File: src/rtl/aplusbeqk_serial.sv
// Chunk-serial A+B+Cin==K (mod 2^(CW*NCHUNK)) detector using per-bit sum/carry consistency.
// Latency: ResultValid rises one cycle after the last chunk is accepted.
// Backpressure: InReady drops while a result waits in DONE; Flush aborts and wins over everything but reset.
module aplusbeqk_serial #(
    parameter int CW     = 16,
    parameter int NCHUNK = 4
) (
    input  logic          clk,
    input  logic          resetn,
    input  logic          InValid,
    output logic          InReady,
    input  logic [CW-1:0] A,
    input  logic [CW-1:0] B,
    input  logic [CW-1:0] K,
    input  logic          Cin,
    input  logic          Flush,
    output logic          ResultValid,
    input  logic          ResultReady,
    output logic          Eq,
    output logic          Busy
);

    localparam int CNTW = $clog2(NCHUNK + 1);

    localparam logic [1:0] S_IDLE = 2'd0;
    localparam logic [1:0] S_ACC  = 2'd1;
    localparam logic [1:0] S_DONE = 2'd2;

    logic [1:0]      r_state;
    logic [CNTW-1:0] r_cnt;
    logic            r_carry;
    logic            r_sticky;

    logic [CW-1:0]   w_t;
    logic [CW-1:0]   w_g;
    logic [CW-1:0]   w_cprev;
    logic            w_cin;
    logic            w_consistent;
    logic            w_accept;
    logic            w_last;

    // If A+B+cin == K, K's bits are exactly the sum bits, so A^B^K recovers
    // the incoming carry at each position and g is the carry that must follow.
    assign w_t          = A ^ B ^ K;
    assign w_g          = (A & B) | ((A | B) & ~K);
    assign w_cin        = (r_state == S_IDLE) ? Cin : r_carry;
    assign w_cprev      = {w_g[CW-2:0], w_cin};
    assign w_consistent = (w_t == w_cprev);

    assign InReady      = (r_state != S_DONE);
    assign ResultValid  = (r_state == S_DONE);
    assign Busy         = (r_state == S_ACC);
    assign Eq           = ResultValid & r_sticky;

    assign w_accept     = InValid & InReady & ~Flush;
    assign w_last       = (r_cnt == CNTW'(NCHUNK - 1));

    always_ff @(posedge clk) begin
        if (!resetn) begin
            r_state  <= S_IDLE;
            r_cnt    <= '0;
            r_carry  <= 1'b0;
            r_sticky <= 1'b1;
        end else if (Flush) begin
            r_state  <= S_IDLE;
            r_cnt    <= '0;
            r_carry  <= 1'b0;
            r_sticky <= 1'b1;
        end else begin
            case (r_state)
                S_IDLE: begin
                    if (w_accept) begin
                        r_carry  <= w_g[CW-1];
                        r_sticky <= w_consistent;
                        if (NCHUNK == 1) begin
                            r_state <= S_DONE;
                            r_cnt   <= '0;
                        end else begin
                            r_state <= S_ACC;
                            r_cnt   <= CNTW'(1);
                        end
                    end
                end
                S_ACC: begin
                    if (w_accept) begin
                        r_carry  <= w_g[CW-1];
                        r_sticky <= r_sticky & w_consistent;
                        if (w_last) begin
                            r_state <= S_DONE;
                            r_cnt   <= '0;
                        end else begin
                            r_cnt   <= r_cnt + CNTW'(1);
                        end
                    end
                end
                S_DONE: begin
                    if (ResultReady) begin
                        r_state <= S_IDLE;
                    end
                end
                default: begin
                    r_state  <= S_IDLE;
                    r_cnt    <= '0;
                    r_carry  <= 1'b0;
                    r_sticky <= 1'b1;
                end
            endcase
        end
    end

endmodule

File: config.mk
export PLATFORM = sky130hd
export DESIGN_NAME = aplusbeqk_serial
export DESIGN_NICKNAME = d
export VERILOG_FILES = /design/src/rtl/aplusbeqk_serial.sv
export SDC_FILE = /design/constraint.sdc
export NUM_CORES = 1
export LEC_CHECK = 0
export ABC_AREA = 1
export BUFFER_PORTS_ARGS = -buffer_cell sky130_fd_sc_hd__buf_4
export CORE_MARGIN = 4
export CORE_UTILIZATION = 45
export CTS_CLUSTER_SIZE = 40
export DETAILED_ROUTE_END_ITERATION = 16
export MAX_ROUTING_LAYER = met4
export PLACE_DENSITY = 0.8
export SYNTH_ARGS = -nofsm -noshare
export SYNTH_HDL_FRONTEND = slang
export SYNTH_SLANG_ARGS = --single-unit
File: constraint.sdc
create_clock -name clk -period 1.65 [get_ports clk]
set_input_delay 0.33 -clock clk [delete_from_list [all_inputs] [get_ports clk]]
set_output_delay 0.33 -clock clk [all_outputs]
set_load 0.05 [all_outputs]
### Word-level counts from Yosys, hierarchy flattened

Index checks and enable logic that the tools add are counted.

* $add $sub $neg: 1
* eq/ne operators: 10
* muxes and demuxes: 15
* bitwise operators: 14
* reductions and logical operators: 6

Operator list (number)
* 16-bit bitwise AND: 2
* 16-bit OR: 2
* 16-bit bitwise XOR: 2
* 16-bit equality test: 1
* 16-bit NOT: 1
* 3-bit 2-to-1 mux: 3
* 3-bit case mux with 3 select lines: 1
* 2-bit 2-to-1 mux: 4
* 2-bit by 1-bit inequality test with 1-bit output, second input constant: 4
* 2-bit case mux with 3 select lines: 1
* 1-bit bitwise AND: 4
* 1-bit 2-to-1 mux: 4
* 2-bit inequality test, second input constant: 2
* 4-bit AND reduction: 1
* 2-bit OR reduction: 2
* 3-bit by 1-bit adder with 3-bit output, second input constant: 1
* 3-bit by 2-bit equality test with 1-bit output, second input constant: 1
* 1-bit NOT: 3
* 1-bit case mux with 3 select lines: 1
* 3-bit AND reduction: 1
* 2-bit by 1-bit equality test with 1-bit output, second input constant: 1
* 2-bit equality test, second input constant: 1
* 2-bit logical NOT: 1
* 1-bit case mux with 2 select lines: 1
* 2-bit AND reduction: 1

* flip-flop bits (word level): 7
* input port bits: 54
* output and inout bits: 4
* word-level logic and storage cells: 50

### Longest topological paths before layout

Gate-level depths: netlist of the first run.

* word-level depth: 7
* gate-level depth with buffers: 12

### Least setup slack after synthesis of the first run

No wires, ideal clock.

* kind: register to output
* start point: register r_state[1]
* end point: output Eq
* data arrival time: 1673 ps
* required time: 1320 ps
* setup slack: -353 ps
* stages on the path, launching flop included: 5
* cell sequence: dfxtp_1 inv_2 nor2_4 inv_2 nor2_1

* word-level cells in the longest chain between the ends: 2

Ends and longest elaborated chain
* start: declaration: RTL line 29 `logic [1:0] r_state;`
* start signal: assignment: RTL line 60 `r_state <= S_IDLE;`
* start signal: assignment: RTL line 65 `r_state <= S_IDLE;`
* start signal: assignment: RTL line 76 `r_state <= S_DONE;`
* 2-bit equality test: RTL line 51 `assign ResultValid = (r_state == S_DONE);`
* named net ResultValid: RTL line 17 `output logic ResultValid,`
* 1-bit bitwise AND: RTL line 53 `assign Eq = ResultValid & r_sticky;`
* end: declaration: RTL line 19 `output logic Eq,`

The timed path passes the listed nets, and every way through them passes these cells.

### Worst setup path after layout of the first run

* start point: register r_state[1]
* end point: output Eq

* word-level cells in the longest chain between the ends: 2

Ends and longest elaborated chain (RTL line)
* 2-bit equality test: 51
* 1-bit bitwise AND: 53

No other way between the ends.

==> reports/metrics.sh, run 1 <==
SETUP_CP_TYPE='reg -> out'
FMAXACHIEVABLE_MHz=648
CTS-RESIZED-GATES=0
LOGIC_PWR_SHARE=0.532
FIRST_GLOBAL_VIAS=1118
PORT_BUFFERS=57
NUMBER_OF_SETUP_VIOLATIONS_IN_THE_FINAL_REPORT=0
SYN-MEAN-INSTANCE-AREA_UM2=6.30
R2R_SETUP_SLK_PS=310
WORST_PATH_DOMINANT_CELL_FAMILY='flip-flops'
YS_WARN_COUNT=0
DRC_ERRORS=0
PLACE.GP.CONGESTION=0.825
HOLD_PATH_STARTPOINT='ResultReady'
CTS-BUFFERS-INSERTED=3
ROW_COUNT=17
WORST_R2R_PATH_DEPTH=9
POSTCTSSETUPBUFFERS=0
POST_SYNTH_NUM_CELL_TYPES=18
BUF_INV_ON_CP=3
LAYOUT.NETS=309
CTS_ROOT_BUF='sky130_fd_sc_hd__clkbuf_4'
HOLD_DEPTH=3
SWITCHING_POWER_mW=0.243
POWER_FRAC_CLOCK=0.214
ANTENNADIODECOUNT=0
YOSYSSEQAREASHARE=0.126
TNS_PS=0
DP.FINAL_HPWL_UM=2190
NUMBER_OF_ENABLE_TYPE_REGISTER_CELLS_IN_THE_SYNTHESIZED_NETLIST=0
TIMING.CRITICAL_PATH.TO_TYPE='output pin'
CTS_HOLD_REPAIR.BUFFERS=0
WORST-SLEW-PIN-TRANSITION_PS=274
SEQ_POWER_SHARE=0.253
GRT_OVERFLOW=0
VIAS=1170
YS_TOP_CELLS_BY_AREA='sky130_fd_sc_hd__fa_1, sky130_fd_sc_hd__nand2_1, sky130_fd_sc_hd__inv_1, sky130_fd_sc_hd__dfxtp_1, sky130_fd_sc_hd__nor2_1'
POST_DP_CELL_AREA_UM2=1580
TIMING_MAX_TRANSITION_VIOLATIONS_FINAL=0
DOMINANTREGCELLSYNTH='sky130_fd_sc_hd__dfxtp_1'
SYNTH.LARGEST_AREA_CELL='sky130_fd_sc_hd__fa_1'
DIE_Y_UM=57.6
WORSTPATHCELLLIST='inv_2 -> nor2_4 -> inv_2 -> nor2_4 -> buf_4'
CTS_SINKS=7
WORSTPATHMAXFANOUT=5
CP_DATA_REQUIRED_TIME_PS=1320
POWER.STATIC_LEAKAGE_nW=0.985
MIN_PATH_TYPE='in -> reg'
PLACEABLECOREAREA_UM2=2280
TRITONCTS_CLOCK_TREE='yes'
POST_SYNTH_INST_COUNT=176
MAXCAPVIOLCOUNT=0
CLK_PATH_BUF_DEPTH=2
GRTUSAGETOTAL=0.158
SYN2LAYOUT_AREA_GROWTH_PCT=44.8
CTS.CLK_SLEW.WORST_PATHS_PS=50
WORST_SKEW_PAIR.LATE_LATENCY_PS=250
FINALCRITICALPERIOD_PS=1540
DIE_WIDTH_UM=57.6
CTS_HTREE_LEVELS=1
INITIALDRTVIOLATIONCOUNT=25
SYNTH_TOP_CELLS_BY_COUNT='sky130_fd_sc_hd__nand2_1, sky130_fd_sc_hd__inv_1, sky130_fd_sc_hd__fa_1'
POWER_REPORT.INTERNAL_TOTAL_mW=0.457
AREA_SHARE_OF_THE_LARGEST_CELL_TYPE_AFTER_SYNTHESIS=0.289
ROUTEDWLPERCELL_UM=8.98
CRITICAL_PATH.MAX_STAGE_DELAY_PS=400
GRT_SETUP_UNREPAIRED='no'
INITIAL_UTILIZATION=0.487
CRITICAL_PATH_ARRIVAL_PS=1210
REGTOREGSTARTPOINT='r_state[0]$_SDFFE_PP0P_'
POST-SYNTH-TOP-COUNT-CELL='sky130_fd_sc_hd__nand2_1'
LAYOUT_WORST_PATH_CYCLE_SHARE=0.935
SYNTH-SEQ-CELLS=7
VDD_DROP_MAX_uV=494
DESIGN.DIE.AREA_UM2=3320
POSTSYNTH.ASYNCRESETSHARE=0
WORST_HOLD_PATH.ENDPOINT='r_state[1]$_SDFFE_PP0P_'
POST_SYNTH_INSTANCE_AREA_UM2=1110
FIN_WORST_SKEW_PS=1.49
SHARE_OF_THE_CORE_FILLED_WITH_CELLS_IN_THE_FINAL_LAYOUT=0.705
GRT_FIRST_PASS_WIRELENGTH_UM=4250
LAYOUT-DRIVE-GT1-SHARE=0.300
DRT_WL_TOTAL_UM=2380
CP_SLOWEST_CELL='sky130_fd_sc_hd__dfxtp_1'
POWER.DENSITY_CELL_AREA_nW_PER_UM2=436
FIRST_PASS_ITERS=4
RUN_STATUS='finished, final reports clean'
FINAL_DESIGN_AREA_NO_FILL_UM2=1610
NETS_IN_THE_SYNTHESIZED_NETLIST=247
HOLD_VIOLATIONS=0
VIA_PER_INST=4.42
WORSTREG2REGEND='r_cnt[1]$_SDFFE_PP0P_'
RELSLEWSLACK=0.817
CRITICAL_PATH.STARTPOINT_TYPE='register'
GRT_START_MAX_NET_PINS=7
GRT_ANTENNA_BEFORE_REPAIR=0
IO-PIN-COUNT=58
ANTENNA_VIOLATING_NETS_POST_ROUTE=0
SWSHARE=0.347
[how the worst max path moves through the flow]
stage | start | to | slack (ps) | cells after the start
floorplan | r_state[1]$_SDFFE_PP0P_ | Eq | 20 | 4
global route | r_state[1]$_SDFFE_PP0P_ | Eq | 10 | 5
global placement | A[10] | r_sticky$_SDFFE_PP1P_ | -6 | 12
detailed placement | A[7] | r_sticky$_SDFFE_PP1P_ | -30 | 12
CTS | r_state[1]$_SDFFE_PP0P_ | Eq | 100 | 5
finish | r_state[1]$_SDFFE_PP0P_ | Eq | 110 | 5
[registers in the layout, indices dropped and copies added (netlist names)]
| signal | cells |
|---|---|
| r_cnt | 3 |
| r_carry | 1 |
| r_state | 2 |
| r_sticky | 1 |
[per-layer routing]
metal / vias to the layer above / track usage / routed length, um / part of all wire
met5: - / - / 0 / 0
met4: 0 / 0.0298 / 0 / 0
met3: 0 / 0.0290 / 227 / 0.095
met2: 41 / 0.260 / 1120 / 0.47
met1: 512 / 0.205 / 1030 / 0.43
li1: 617 / - / - / -
[area by class of cell]
class                           instances  area, um^2
Tap cell                               28        35.0
Multi-Input combinational cell        113         766
Timing Repair Buffer                   57         428
Clock buffer                            4        26.3
Fill cell                             219         671
Sequential cell                         7         140
Inverter                               56         210
[cells by family (layout without fill, tap and decap cells)]
family / Yosys count / in the layout / share of synthesized area
fa+ha+maj: 17 / 17 / 0.300
simple gates: 81 / 81 / 0.307
buf+inv: 56 / 117 / 0.190
compound gates: 15 / 15 / 0.0767
flops: 7 / 7 / 0.126
[power by group through the flow]
stage / Clock (mW) / Combinational (mW) / Sequential, mW
2_1_floorplan: 0 / 0.217 / 0.180
3_5_place_dp: 0 / 0.375 / 0.181
6_report: 0.150 / 0.372 / 0.177
3_3_place_gp: 0 / 0.366 / 0.180
5_1_grt: 0.168 / 0.433 / 0.178
4_1_cts: 0.155 / 0.377 / 0.177
[worst min-delay path: cells and delay by family]
| kind | cells | cell delay (ps) |
|---|---|---|
| simple gates | 1 | 100 |
| buf+inv | 1 | 70 |
| compound gates | 1 | 60 |
[metrics by stage]
stage	hold WS, ps	cells	power, mW	setup WS [ps]
2_1_floorplan	433	176	0.397	23.8
3_3_place_gp	449	261	0.546	-6.09
3_5_place_dp	451	261	0.555	-27.2
4_1_cts	361	265	0.709	102
5_1_grt	381	265	0.779	9.97
6_report	365	265	0.700	107
[layout by cell type (no fill, tap or decap), types with 2 or more instances in the layout]
| cell type | count |
|---|---|
| sky130_fd_sc_hd__nand2_1 | 58 |
| sky130_fd_sc_hd__buf_4 | 57 |
| sky130_fd_sc_hd__inv_1 | 53 |
| sky130_fd_sc_hd__fa_1 | 16 |
| sky130_fd_sc_hd__nor2_1 | 12 |
| sky130_fd_sc_hd__dfxtp_1 | 7 |
| sky130_fd_sc_hd__a21oi_1 | 5 |
| sky130_fd_sc_hd__nand3_1 | 4 |
| sky130_fd_sc_hd__o21ai_0 | 4 |
| sky130_fd_sc_hd__inv_2 | 3 |
| sky130_fd_sc_hd__o21ai_1 | 3 |
| sky130_fd_sc_hd__clkbuf_4 | 3 |
| sky130_fd_sc_hd__nor2_4 | 2 |
| sky130_fd_sc_hd__nand2_2 | 2 |
| sky130_fd_sc_hd__o21ai_2 | 2 |
Power figures use the tool's default switching activity.
==> run 2, diff against run 1 <==
REMOVE_ABC_BUFFERS = 1   (was unset)
==> reports/metrics.sh, run 2 (synthesis gave the netlist of run 1 again) <==
RUN_STATUS='finished, final reports clean'
NUMBER_OF_SETUP_VIOLATIONS_IN_THE_FINAL_REPORT=0
POWER_REPORT.INTERNAL_TOTAL_mW=0.458
SETUP_CP_TYPE='reg -> out'
ANTENNA_VIOLATING_NETS_POST_ROUTE=0
VIA_PER_INST=4.48
VIAS=1186
TIMING.CRITICAL_PATH.TO_TYPE='output pin'
GRT_ANTENNA_BEFORE_REPAIR=0
SWITCHING_POWER_mW=0.258
POWER_FRAC_CLOCK=0.227
DIE_Y_UM=57.6
ANTENNADIODECOUNT=0
TIMING_MAX_TRANSITION_VIOLATIONS_FINAL=0
WORST_PATH_DOMINANT_CELL_FAMILY='flip-flops'
DIE_WIDTH_UM=57.6
CRITICAL_PATH.STARTPOINT_TYPE='register'
LAYOUT.CELLS.MOST_COMMON_LIST='sky130_fd_sc_hd__nand2_1, sky130_fd_sc_hd__buf_4, sky130_fd_sc_hd__inv_1'
DRT_WL_TOTAL_UM=2690
PLACEABLECOREAREA_UM2=2280
GRT_OVERFLOW=0
DRC_ERRORS=0
WORSTREG2REGEND='r_cnt[1]$_SDFFE_PP0P_'
BUF_INV_ON_CP=2
LAYOUT_WORST_PATH_CYCLE_SHARE=0.954
REG_TOP3='r_cnt (3), r_state (2)'
DP.FINAL_HPWL_UM=2400
GRT_FIRST_PASS_WIRELENGTH_UM=4750
TRITONCTS_CLOCK_TREE='yes'
RELSLEWSLACK=0.813
POWER.DENSITY_CELL_AREA_nW_PER_UM2=449
GRTUSAGETOTAL=0.186
POWER.STATIC_LEAKAGE_nW=0.986
WORSTSETUPSTARTPOINT='r_state[0]$_SDFFE_PP0P_'
GRT_START_MAX_NET_PINS=7
ROW_COUNT=17
CRITICAL_PATH_ARRIVAL_PS=1240
CRIT_PATH_END='Busy'
CRITICAL_PATH.MAX_STAGE_DELAY_PS=480
WORST_SKEW_PAIR.LATE_LATENCY_PS=260
FIN_WORST_HOLD_SLACK_PS=367
CLK_PATH_BUF_DEPTH=2
INITIAL_UTILIZATION=0.487
CTS-BUFFERS-INSERTED=3
CTS_HOLD_REPAIR.BUFFERS=0
CP_SLOWEST_CELL='sky130_fd_sc_hd__dfxtp_1'
WORST_R2R_PATH_DEPTH=9
DESIGN.DIE.AREA_UM2=3320
CTS.CLK_SLEW.WORST_PATHS_PS=50
FLIP_FLOP_COUNT_OF_THE_LARGEST_REGISTER_ALL_COPIES_AND_WORDS_ADDED=3
FINAL_DESIGN_AREA_NO_FILL_UM2=1600
REGTOREGSTARTPOINT='r_state[0]$_SDFFE_PP0P_'
MAXCAPVIOLCOUNT=0
FIRST_GLOBAL_VIAS=1183
GRT_SETUP_UNREPAIRED='no'
INITIALDRTVIOLATIONCOUNT=19
CTS-RESIZED-GATES=0
CTS_ROOT_BUF='sky130_fd_sc_hd__clkbuf_4'
CTS_HTREE_LEVELS=1
PORT_BUFFERS=57
FIN_CELLS=265
SWSHARE=0.361
CRITICAL_PATH_CELL_COUNT=3
CTS_SINKS=7
REGISTERS.TOP_BY_FF_COUNT='r_cnt'
NUMPLACEDINSTANCES=261
WORST-SLEW-PIN-TRANSITION_PS=280
FIRST_PASS_ITERS=4
SEQ_POWER_SHARE=0.247
CP_DATA_REQUIRED_TIME_PS=1320
MIN_PATH_TYPE='in -> reg'
SYN2LAYOUT_AREA_GROWTH_PCT=44.1
PLACE.GP.CONGESTION=0.792
ROUTEDWLPERCELL_UM=10.1
FMAXACHIEVABLE_MHz=635
POST_DP_CELL_AREA_UM2=1570
IO-PIN-COUNT=58
FINALCRITICALPERIOD_PS=1570
VDD_DROP_MAX_uV=454
R2R_SETUP_SLK_PS=340
LOGIC_PWR_SHARE=0.526
LAYOUT_COMMONEST_CELL='sky130_fd_sc_hd__nand2_1'
FIN_WORST_SKEW_PS=0.888
WORSTPATHCELLLIST='inv_1 -> nor2_2 -> buf_4'
HOLD_VIOLATIONS=0
LAYOUT.NETS=309
POSTCTSSETUPBUFFERS=0
WORSTPATHMAXFANOUT=6
LAYOUT-DRIVE-GT1-SHARE=0.295
run 2: layer usage:
| metal | part of all wire | track usage | routed length (um) |
|---|---|---|---|
| met1 | 0.39 | 0.223 | 1040 |
| met2 | 0.51 | 0.316 | 1370 |
| met3 | 0.089 | 0.0512 | 238 |
| met4 | 0.013 | 0.0331 | 35 |
| met5 | 0 | - | 0 |
run 2: area by class of cell:
class | count | area, um^2
multi-input cells | 113 | 758
fillers | 203 | 678
repair buffers | 57 | 428
inverters | 56 | 210
flip-flops and latches | 7 | 140
well taps | 28 | 35.0
clock buffers | 4 | 26.3
run 2: worst register-to-register path: stages (launching register included):
cell                      delay, ps
sky130_fd_sc_hd__dfxtp_1        480
sky130_fd_sc_hd__nor2_4          70
sky130_fd_sc_hd__inv_2          120
sky130_fd_sc_hd__nand3_4         90
sky130_fd_sc_hd__nand2_2         90
sky130_fd_sc_hd__nand2_2         70
sky130_fd_sc_hd__inv_2          110
sky130_fd_sc_hd__o21ai_2         60
sky130_fd_sc_hd__o21ai_1         70
sky130_fd_sc_hd__nor2_1          50
run 2: power by group through the flow:
stage               registers, mW  logic [mW]  clock network (mW)
floorplan                   0.180       0.216                   0
global placement            0.181       0.366                   0
detailed placement          0.181       0.381                   0
CTS                         0.177       0.383               0.163
global route                0.177       0.442               0.178
finish                      0.177       0.377               0.163
run 2: worst min-delay path by stage:
stage / end / cells after the start / slack [ps] / startpoint
3_5_place_dp: r_cnt[2]$_SDFFE_PP0P_ / 2 / 450 / r_cnt[2]$_SDFFE_PP0P_
4_1_cts: r_state[1]$_SDFFE_PP0P_ / 3 / 370 / ResultReady
3_3_place_gp: r_cnt[2]$_SDFFE_PP0P_ / 2 / 450 / r_cnt[2]$_SDFFE_PP0P_
5_1_grt: r_state[1]$_SDFFE_PP0P_ / 3 / 370 / ResultReady
2_1_floorplan: r_cnt[2]$_SDFFE_PP0P_ / 2 / 430 / r_cnt[2]$_SDFFE_PP0P_
6_report: r_state[1]$_SDFFE_PP0P_ / 3 / 370 / ResultReady
run 2: metrics by stage:
| stage | setup WS [ps] | total power [mW] | setup TNS [ps] | util |
|---|---|---|---|---|
| after floorplan | -353 | 0.396 | -353 | - |
| after global placement | -11.2 | 0.546 | -11.2 | 0.690 |
| after detailed placement | -40.3 | 0.561 | -40.3 | 0.690 |
| after CTS | 76.0 | 0.723 | 0 | 0.702 |
| after global routing | 13.7 | 0.797 | 0 | 0.702 |
| final | 75.5 | 0.717 | 0 | 0.702 |
==> run 3, diff against run 2 <==
CELL_PAD_IN_SITES_DETAIL_PLACEMENT = 2   (was unset)
CELL_PAD_IN_SITES_GLOBAL_PLACEMENT = 2   (was unset)
CORE_UTILIZATION = 22   (was 45)
PLACE_DENSITY = unset   (was 0.8)
PLACE_DENSITY_LB_ADDON = 0.1   (was unset)
==> reports/metrics.sh, run 3 (synthesis gave the netlist of run 1 again) <==
MIN_PATH_TYPE='in -> reg'
CRITICAL_PATH.STARTPOINT_TYPE='input pin'
FMAXACHIEVABLE_MHz=667
TIMING_MAX_TRANSITION_VIOLATIONS_FINAL=0
NUMBER_OF_SETUP_VIOLATIONS_IN_THE_FINAL_REPORT=0
GRT_SETUP_UNREPAIRED='no'
POST-ROUTE-WORST-SETUP-SLACK_PS=152
R2R_SETUP_SLK_PS=370
CRITICAL_PATH.MAX_STAGE_DELAY_PS=550
SETUP_CP_TYPE='in -> reg'
FIRST_GLOBAL_VIAS=1303
FIRST_PASS_ITERS=2
POWER_FRAC_CLOCK=0.311
SWSHARE=0.343
PLACEABLECOREAREA_UM2=4820
DIE_WIDTH_UM=79.0
POWER.TOTAL_mW=0.815
POSTCTSSETUPBUFFERS=0
REGTOREGSTARTPOINT='r_state[1]$_SDFFE_PP0P_'
LAYOUT-DRIVE-GT1-SHARE=0.304
GRT_FIRST_PASS_WIRELENGTH_UM=5740
DRT_WL_TOTAL_UM=3260
WORSTPATHMAXFANOUT=2
CLK_PATH_BUF_DEPTH=2
POWER_REPORT.INTERNAL_TOTAL_mW=0.535
CTS_HTREE_LEVELS=1
IO-PIN-COUNT=58
RELSLEWSLACK=0.838
SYN2LAYOUT_AREA_GROWTH_PCT=50.5
VIAS=1230
PORT_BUFFERS=57
FIN_WORST_SKEW_PS=0.731
WORST_SLACK_AFTER_DETAILED_PLACEMENT_PS=-147
CRITICAL_PATH_ARRIVAL_PS=1680
GRTUSAGETOTAL=0.120
FINAL_DESIGN_AREA_NO_FILL_UM2=1670
WORST_SKEW_PAIR.LATE_LATENCY_PS=240
TRITONCTS_CLOCK_TREE='yes'
WORSTREG2REGEND='r_cnt[1]$_SDFFE_PP0P_'
WORSTSETUPSTARTPOINT='A[15]'
INITIALDRTVIOLATIONCOUNT=22
LAYOUT_WORST_PATH_CYCLE_SHARE=0.908
LOGIC_PWR_SHARE=0.470
CTS_SINKS=7
GRT_ANTENNA_BEFORE_REPAIR=0
ANTENNA_VIOLATING_NETS_POST_ROUTE=0
LAYOUT_COMMONEST_CELL='sky130_fd_sc_hd__nand2_1'
ROW_COUNT=25
LAYOUT.CELLS.MOST_COMMON_LIST='sky130_fd_sc_hd__nand2_1, sky130_fd_sc_hd__buf_4, sky130_fd_sc_hd__inv_1'
FILLERS=628
WORST_R2R_PATH_DEPTH=10
DP.FINAL_HPWL_UM=3010
CTS-BUFFERS-INSERTED=3
CRIT_PATH_END='r_sticky$_SDFFE_PP1P_'
DIE_Y_UM=79.0
ROUTEDWLPERCELL_UM=10.7
CP_SLOWEST_CELL='sky130_fd_sc_hd__fa_1'
GRT_START_MAX_NET_PINS=7
FLIP_FLOP_COUNT_OF_THE_LARGEST_REGISTER_ALL_COPIES_AND_WORDS_ADDED=3
CTS.CLK_SLEW.WORST_PATHS_PS=40
FINALCRITICALPERIOD_PS=1500
GRT_OVERFLOW=0
LAYOUT.NETS=309
SHARE_OF_THE_CORE_FILLED_WITH_CELLS_IN_THE_FINAL_LAYOUT=0.346
REG_TOP3='r_cnt (3), r_state (2)'
HOLD_VIOLATIONS=0
FIN_WORST_HOLD_SLACK_PS=367
DRC_ERRORS=0
POWER.DENSITY_CELL_AREA_nW_PER_UM2=489
WORST-SLEW-PIN-TRANSITION_PS=243
DESIGN.DIE.AREA_UM2=6240
PLACE.GP.CONGESTION=0.686
POST_DP_CELL_AREA_UM2=1620
MAXCAPVIOLCOUNT=0
CTS_ROOT_BUF='sky130_fd_sc_hd__clkbuf_8'
CP_DATA_REQUIRED_TIME_PS=1830
VDD_DROP_MAX_uV=187
SEQ_POWER_SHARE=0.219
TIMING.CRITICAL_PATH.TO_TYPE='register'
POWER.STATIC_LEAKAGE_nW=0.994
VIA_PER_INST=4.05
WORSTPATHCELLLIST='buf_4 -> fa_1 -> inv_1 -> nand2_1 -> nand2_1 -> nor2_1 -> nand2_1 -> nor2_1 -> nand3_1 -> nand2_1 -> nand2_1 -> nand2_1'
REGISTERS.TOP_BY_FF_COUNT='r_cnt'
RUN_STATUS='finished, final reports clean'
ANTENNADIODECOUNT=0
INITIAL_UTILIZATION=0.230
SWITCHING_POWER_mW=0.280
CRIT_PATH_FREQUENT_CELL='sky130_fd_sc_hd__nand2_1'
==> run 3: cell counts in the layout (fill, tap and decap cells not counted) <==
Identical to the previous run, type by type.
==> run 3: worst min path at each step <==
stage                          start                      end  slack [ps]  cells past startpoint
4_1_cts                  ResultReady  r_state[1]$_SDFFE_PP0P_         370                      3
3_5_place_dp   r_cnt[2]$_SDFFE_PP0P_    r_cnt[2]$_SDFFE_PP0P_         470                      2
2_1_floorplan  r_cnt[2]$_SDFFE_PP0P_    r_cnt[2]$_SDFFE_PP0P_         430                      2
6_report                 ResultReady  r_state[1]$_SDFFE_PP0P_         370                      3
3_3_place_gp   r_cnt[2]$_SDFFE_PP0P_    r_cnt[2]$_SDFFE_PP0P_         450                      2
5_1_grt                  ResultReady  r_state[1]$_SDFFE_PP0P_         370                      3
==> run 3: area by class of cell <==
| type | count | area, um^2 | share of cell area |
|---|---|---|---|
| inverters | 56 | 210 | 0.126 |
| multi-input cells | 113 | 758 | 0.455 |
| well taps | 67 | 83.8 | 0.0503 |
| repair buffers | 57 | 428 | 0.257 |
| clock buffers | 4 | 45.0 | 0.0270 |
| flip-flops and latches | 7 | 143 | 0.0855 |
==> run 3: routing by layer <==
metal | GRT usage | wire length, um | vias to the layer above
met5 | - | 0 | -
met4 | 0.0361 | 50 | 0
met3 | 0.0374 | 251 | 6
met2 | 0.196 | 1560 | 36
met1 | 0.143 | 1400 | 570
li1 | - | - | 618
==> run 3: power groups by stage <==
stage          Sequential (mW)  Clock [mW]  Combinational [mW]
2_1_floorplan            0.180           0               0.216
3_3_place_gp             0.181           0               0.387
3_5_place_dp             0.181           0               0.395
4_1_cts                  0.178       0.267               0.399
5_1_grt                  0.179       0.281               0.461
6_report                 0.178       0.254               0.383
==> run 3: repair_timing <==
| item | CTS | global route |
|---|---|---|
| hold buffers | 0 | 0 |
| setup endpoints to repair | 0 | 2 |
| gates resized for setup | 0 | 2 |
==> run 3: worst max-delay path: cells and delay by family <==
| kind | cells | cell delay, ps |
|---|---|---|
| adders and majority gates | 1 | 550 |
| buffers and inverters | 2 | 150 |
| and+or+nand+nor | 9 | 650 |
==> run 3: stage by stage <==
step	TNS, ps	cells
after floorplan	-353	176
after global placement	-115	300
after detailed placement	-147	300
after CTS	0	304
after global routing	0	304
final	0	304
